File: src/rtl/if_id_skid_reg.sv
// IF->ID pipeline register with valid/ready handshake and a two-entry skid buffer.
// Control outputs come straight from the state flop, so out_ready never reaches in_ready.
module if_id_skid_reg #(
  parameter int                 INST_W   = 32,
  parameter int                 ADDR_W   = 32,
  parameter logic [31:0]        NOP_INST = 32'h00000013,
  parameter logic [ADDR_W-1:0]  RST_ADDR = '0
) (
  input  logic              clk,
  input  logic              rst,
  input  logic              flush,
  input  logic              in_valid,
  output logic              in_ready,
  input  logic [INST_W-1:0] in_inst,
  input  logic [ADDR_W-1:0] in_addr,
  output logic              out_valid,
  input  logic              out_ready,
  output logic [INST_W-1:0] out_inst,
  output logic [ADDR_W-1:0] out_addr,
  output logic [1:0]        occupancy
);

  localparam logic [INST_W-1:0] NOP_W = INST_W'(NOP_INST);

  // State encoding doubles as the occupancy count.
  localparam logic [1:0] S_EMPTY = 2'd0;
  localparam logic [1:0] S_ONE   = 2'd1;
  localparam logic [1:0] S_FULL  = 2'd2;

  typedef struct packed {
    logic [INST_W-1:0] inst;
    logic [ADDR_W-1:0] addr;
  } beat_t;

  logic [1:0] state, state_nxt;
  beat_t      main_q, skid_q, in_beat;
  logic       push, pop;
  logic       main_ld, main_from_skid, skid_ld;

  assign in_beat   = '{inst: in_inst, addr: in_addr};
  assign out_valid = (state != S_EMPTY);
  assign in_ready  = (state != S_FULL);
  assign occupancy = state;
  assign push      = in_valid & in_ready;
  assign pop       = out_valid & out_ready;

  assign out_inst  = out_valid ? main_q.inst : NOP_W;
  assign out_addr  = main_q.addr;

  always_comb begin
    state_nxt      = state;
    main_ld        = 1'b0;
    main_from_skid = 1'b0;
    skid_ld        = 1'b0;
    unique case (state)
      S_EMPTY: begin
        if (push) begin
          main_ld   = 1'b1;
          state_nxt = S_ONE;
        end
      end
      S_ONE: begin
        if (push && pop) begin
          main_ld   = 1'b1;
        end else if (push) begin
          skid_ld   = 1'b1;
          state_nxt = S_FULL;
        end else if (pop) begin
          state_nxt = S_EMPTY;
        end
      end
      S_FULL: begin
        if (pop) begin
          main_ld        = 1'b1;
          main_from_skid = 1'b1;
          state_nxt      = S_ONE;
        end
      end
      default: state_nxt = S_EMPTY;
    endcase
    // Flush drops everything; data flops keep their contents and out_inst is masked.
    if (flush) begin
      state_nxt = S_EMPTY;
      main_ld   = 1'b0;
      skid_ld   = 1'b0;
    end
  end

  always_ff @(posedge clk or posedge rst) begin
    if (rst) state <= S_EMPTY;
    else     state <= state_nxt;
  end

  always_ff @(posedge clk or posedge rst) begin
    if (rst) begin
      main_q <= '{inst: NOP_W, addr: RST_ADDR};
    end else if (main_ld) begin
      main_q <= main_from_skid ? skid_q : in_beat;
    end
  end

  always_ff @(posedge clk or posedge rst) begin
    if (rst) begin
      skid_q <= '{inst: NOP_W, addr: RST_ADDR};
    end else if (skid_ld) begin
      skid_q <= in_beat;
    end
  end

endmodule

File: config.mk
export PLATFORM = sky130hd
export DESIGN_NAME = if_id_skid_reg
export DESIGN_NICKNAME = d
export VERILOG_FILES = /design/src/rtl/if_id_skid_reg.sv
export SDC_FILE = /design/constraint.sdc
export NUM_CORES = 1
export LEC_CHECK = 0
export BUFFER_PORTS_ARGS = -buffer_cell sky130_fd_sc_hd__buf_2
export CAP_MARGIN = 40
export CORE_MARGIN = 1.5
export CORE_UTILIZATION = 30
export CTS_BUF_LIST = sky130_fd_sc_hd__clkbuf_16
export DETAILED_ROUTE_END_ITERATION = 8
export HOLD_SLACK_MARGIN = 0.06
export SETUP_SLACK_MARGIN = 0.05
export SYNTH_ARGS = -nofsm -noshare
export SYNTH_HDL_FRONTEND = slang
export SYNTH_SLANG_ARGS = --single-unit
File: constraint.sdc
create_clock -name clk -period 3.96 [get_ports clk]
set_input_delay 0 -clock clk [delete_from_list [all_inputs] [get_ports clk]]
set_output_delay 0 -clock clk [all_outputs]
set_load 0.05 [all_outputs]
**Yosys cells after proc, flatten, opt, wreduce, memory -nomap -nowiden**

Cells that the tools add are included.
W data, S select, Z words.

- Flip-flop bits (word level): 130
- Logic and storage cells: 36

- Reduce and logical (&&, ||, !) cells: 4
- Bitwise logic cells: 2
- Equal/unequal tests: 7
- Muxes and demuxes: 18

Operators with widths:

| kind | number |
|---|---|
| $mux W64 | 1 |
| $mux W32 | 1 |
| $mux W2 | 6 |
| $ne A3 B3 Y1 const B | 3 |
| $mux W1 | 8 |
| $pmux W2 S3 | 1 |
| $ne A4 B4 Y1 const B | 1 |
| $reduce_and A4 Y1 | 1 |
| $pmux W1 S3 | 1 |
| $and A1 B1 Y1 | 2 |
| $eq A2 B1 Y1 const B | 1 |
| $eq A2 B2 Y1 const B | 1 |
| $logic_not A2 Y1 | 1 |
| $ne A2 B2 Y1 const B | 1 |
| $reduce_bool A2 Y1 | 1 |
| $logic_and A1 B1 Y1 | 1 |

**Depth between registers and ports, before layout**

- Depth in word-level cells: 7
- Depth in mapped cells: 5

**Worst setup path after synthesis**

OpenSTA, ideal clock, no wires.

- Kind: register to register
- Start point: register state[1], in the netlist occupancy[1]
- End point: register main_q[35] (netlist bit)
- Clock period less this slack: 2.015 ns
- Path slack: 1.945 ns
- Data arrival time: 1.890 ns
- Stages on the path, launching flop included: 6
- Cells stage by stage: dfrtp_1 -> nor2b_4 -> o21ai_2 -> a21oi_4 -> buf_6 -> mux2_2

- Cells in the longest elaborated chain, start to end: 6
- Elaborated cells on any way between the ends: 15

Ends and longest elaborated chain:

| element | line | text |
|---|---|---|
| start, declared | 35 | `logic [1:0] state, state_nxt;` |
| start signal, assigned | 91 | `else state <= state_nxt;` |
| $ne A2 B2 Y1 or $reduce_bool A2 Y1 (tied branches) | 42, 41 |  |
| $and A1 B1 Y1 (on tied branches) | 44, 45 |  |
| $logic_and A1 B1 Y1 | 63 | `if (push && pop) begin` |
| $mux W1 | 63 |  |
| $pmux W1 S3 | 55 | `unique case (state)` |
| $mux W1 | 82 | `if (flush) begin` |
| end signal, assigned | 96 | `main_q <= '{inst: NOP_W, addr: RST_ADDR};` |
| end signal, assigned | 98 | `main_q <= main_from_skid ? skid_q : in_beat;` |
| end, declared | 36 | `beat_t main_q, skid_q, in_beat;` |

Several ways; a longest one is shown, not always the timed one.
A chain may end at the register's enable or synchronous reset.

**Worst setup path in the final report**

- Start point: register state[0], in the netlist occupancy[0]
- End point: register main_q (netlist bit out_addr[14])

Same word-level chain as after synthesis.

==> results.md <==
- Status: complete, no violations
- Worst EP arrival: 2.64 ns
- # clock sinks: 130
- Sequential share of the synthesized area: 53.02%
- RePlAce Congestion: 0.6971
- RSZ-0062 raised after global routing: no
- Initial antenna violation count: 0
- Pleak: 0.003701 uW
- Final period util: 59.76%
- # resized after CTS: 0
- Filler instances: 1906
- Chip height: 146.2 um
- Final Power: 4330 uW
- Detailed Routing Iterations Pass 1: 4
- TritonCTS clock tree: done
- Largest net degree at the start of global routing: 62
- GR Overflow Total: 0
- Setup bufs post-CTS: 0
- Clock skew: 0.005855 ns
- Syn nets: 494
- Metal1 wirelength: 5437 um
- Maximum clock frequency: 422.5 MHz
- Yosys cell types: 24
- Share of layout cells above drive strength 1: 60.65%
- Max VDD drop: 0.2572 mV
- Die area: 21370 um^2
- Most common flop cell mapped by yosys: dfrtp_1
- Area contributors post-synth: dfrtp_1 50%, mux2_2 34%, buf_4 4.0%, nor2b_1 3.2%, dfstp_2 2.6%
- Pwr/cell area: 534.7 nW/um^2
- R2R Setup Slk: 1.59 ns
- DRC viols: 0
- Setup_tns: 0 ns
- Cts-stage hold buffer count: 68
- Required time of the critical path: 4.24 ns
- Wire per inst: 14.53 um
- Vias per cell: 4.403
- Clk_lat worst skew: 0.40 ns
- CTS H-tree depth: 4
- First-pass GRT wire length: 21730 um
- GRT Total Usage: 12.76%
- Tmin final: 2.367 ns
- Final slew viol count: 0
- Worst rel slew slack: 47.54%
- Worst-Margin Slew: 0.7868 ns
- Most common cell in the synthesized netlist: mux2_2
- Final nets: 671
- DR iter-0 viols: 47
- CP startpoint kind: flop
- CTS root buffer: clkbuf_16
- Effective utilization at floorplan: 30.49%
- Cell accounting for the most synthesized area: dfrtp_1
- Antenna cells: 0
- Post-synth EDFFs: 0
- Area Growth Syn to Fin: 31.70%
- I/O Buffers: 136
- Post-synthesis average cell area: 14.47 um^2
- CTS Buf Count: 17
- Maximum clock insertion buffer count: 2
- Synth async-reset ratio: 100.0%
- Routed wl met3: 541 um
- Post-Syn Area: 6150 um^2
- Uppermost routed layer: met4
- Max_cap viols: 0
- Ports: 137
- Final Hold Vio Count: 0
- Row Count: 52
- Die W: 146.2 um
- Syn. warnings: 0
- Vias: 3897
- Yosys reg bits: 130
- CP Capture Type: flop
- Worst-path maximum fanout: 35
- Post-detail-place hpwl: 8107 um
- Vias in the first global route: 4358
- Hold Crit Class: primary input to flop
- Final wirelength: 12860 um
- WS Path Type: flop to flop
- Post-Synthesis Cells: 425
- Endpoints failing setup: 0
- Worst-path clk slew: 0.05 ns
- Met2 routed WL: 6706 um
- Core area: 20170 um^2
- Post-DRT Antenna Nets: 0
- Yosys top cell area share: 50.46%
- Synth top cells by count: 185 x mux2_2, 124 x dfrtp_1, 33 x buf_4, 31 x nor2b_1, 11 x buf_2
==> metrics by stage <==
| step | area [um^2] | setup WS [ns] | instances | hold slack [ns] | utilization (%) |
|---|---|---|---|---|---|
| detailed placement | 6879 | 1.545 | 785 | 0.2171 | 34.11 |
| finish | 8099 | 1.593 | 885 | 0.1793 | 40.16 |
| floorplan | 6150 | 0.5006 | 425 | 0.06314 | - |
| global placement | 6839 | 1.602 | 783 | 0.2029 | 33.91 |
| CTS | 8099 | 1.539 | 885 | 0.1414 | 40.16 |
| global route | 8099 | 1.443 | 885 | 0.2008 | 40.16 |
==> placed cells by master, fill, tap and decap left out, types with 2 or more instances in the layout <==
| cell | synthesis | final |
|---|---|---|
| mux2_2 | 185 | 185 |
| or2_2 | 3 | 3 |
| dfstp_2 | 6 | 6 |
| a21oi_1 | 2 | 2 |
| bufinv_16 | 0 | 2 |
| clkinv_2 | 0 | 4 |
| buf_2 | 11 | 136 |
| inv_1 | 3 | 9 |
| clkinv_1 | 0 | 2 |
| nor2b_1 | 31 | 31 |
| dlygate4sd3_1 | 0 | 68 |
| mux2_4 | 6 | 6 |
| buf_4 | 33 | 5 |
| dfrtp_1 | 124 | 124 |
| clkbuf_16 | 0 | 17 |
| buf_12 | 0 | 2 |
==> critical path: stages (launching register included) <==
cell and delay [ns]:
dfrtp_1 0.50, nor2_2 0.15, buf_4 0.37, nand2_1 0.17, a21oi_4 0.17, buf_4 0.46
mux2_2 0.40
==> power breakdown <==
part | internal, uW | switching, uW | leakage, uW
clock network | 900 | 543 | 0.000294
logic | 457 | 618 | 0.00185
registers | 1660 | 152 | 0.00155
total | 3020 | 1310 | 0.00370
==> registers in the layout, summed over array words and instances (netlist names) <==
signal and cells:
skid_q 64, main_q 32, out_addr 32, occupancy 2
==> cells by family (layout without fill, tap and decap cells) <==
logic type	after synthesis	after routing	share of synthesized area (%)
AO/OA/AOI/OAI	5	5	0.6919
buffers and inverters	56	246	6.388
flip-flops	130	130	53.02
multiplexers	192	192	35.52
AND/OR/NAND/NOR	42	42	4.374
==> per-layer routing <==
metal | global-route usage [%] | up-vias
li1 | - | 1807
met1 | 14.52 | 1987
met2 | 23.15 | 90
met3 | 3.313 | 13
met5 | 0 | -
met4 | 4.293 | 0
==> area by class of cell <==
| class | instances | area, um^2 | share of cell area (%) |
|---|---|---|---|
| clock inverter | 15 | 113.9 | 1.406 |
| multi-input combinational | 239 | 2509 | 30.97 |
| tap | 270 | 337.8 | 4.171 |
| timing repair buffer | 211 | 1439 | 17.77 |
| clock buffer | 17 | 425.4 | 5.253 |
| sequential | 130 | 3261 | 40.26 |
| inverter | 3 | 13.76 | 0.1699 |
==> worst paths after layout <==
path | to | cells past startpoint | startpoint
worst max-delay path | out_addr[14] | 6 | occupancy[0]
max in group asynchronous | skid_q[32] | 4 | rst
worst min-delay path | occupancy[1] | 4 | in_valid
worst min register to register | main_q[35] | 1 | main_q[35]
min in group asynchronous | main_q[59] | 3 | rst
worst max register to register | out_addr[14] | 6 | occupancy[0]
No activity file was read; power rests on OpenSTA's default activity.
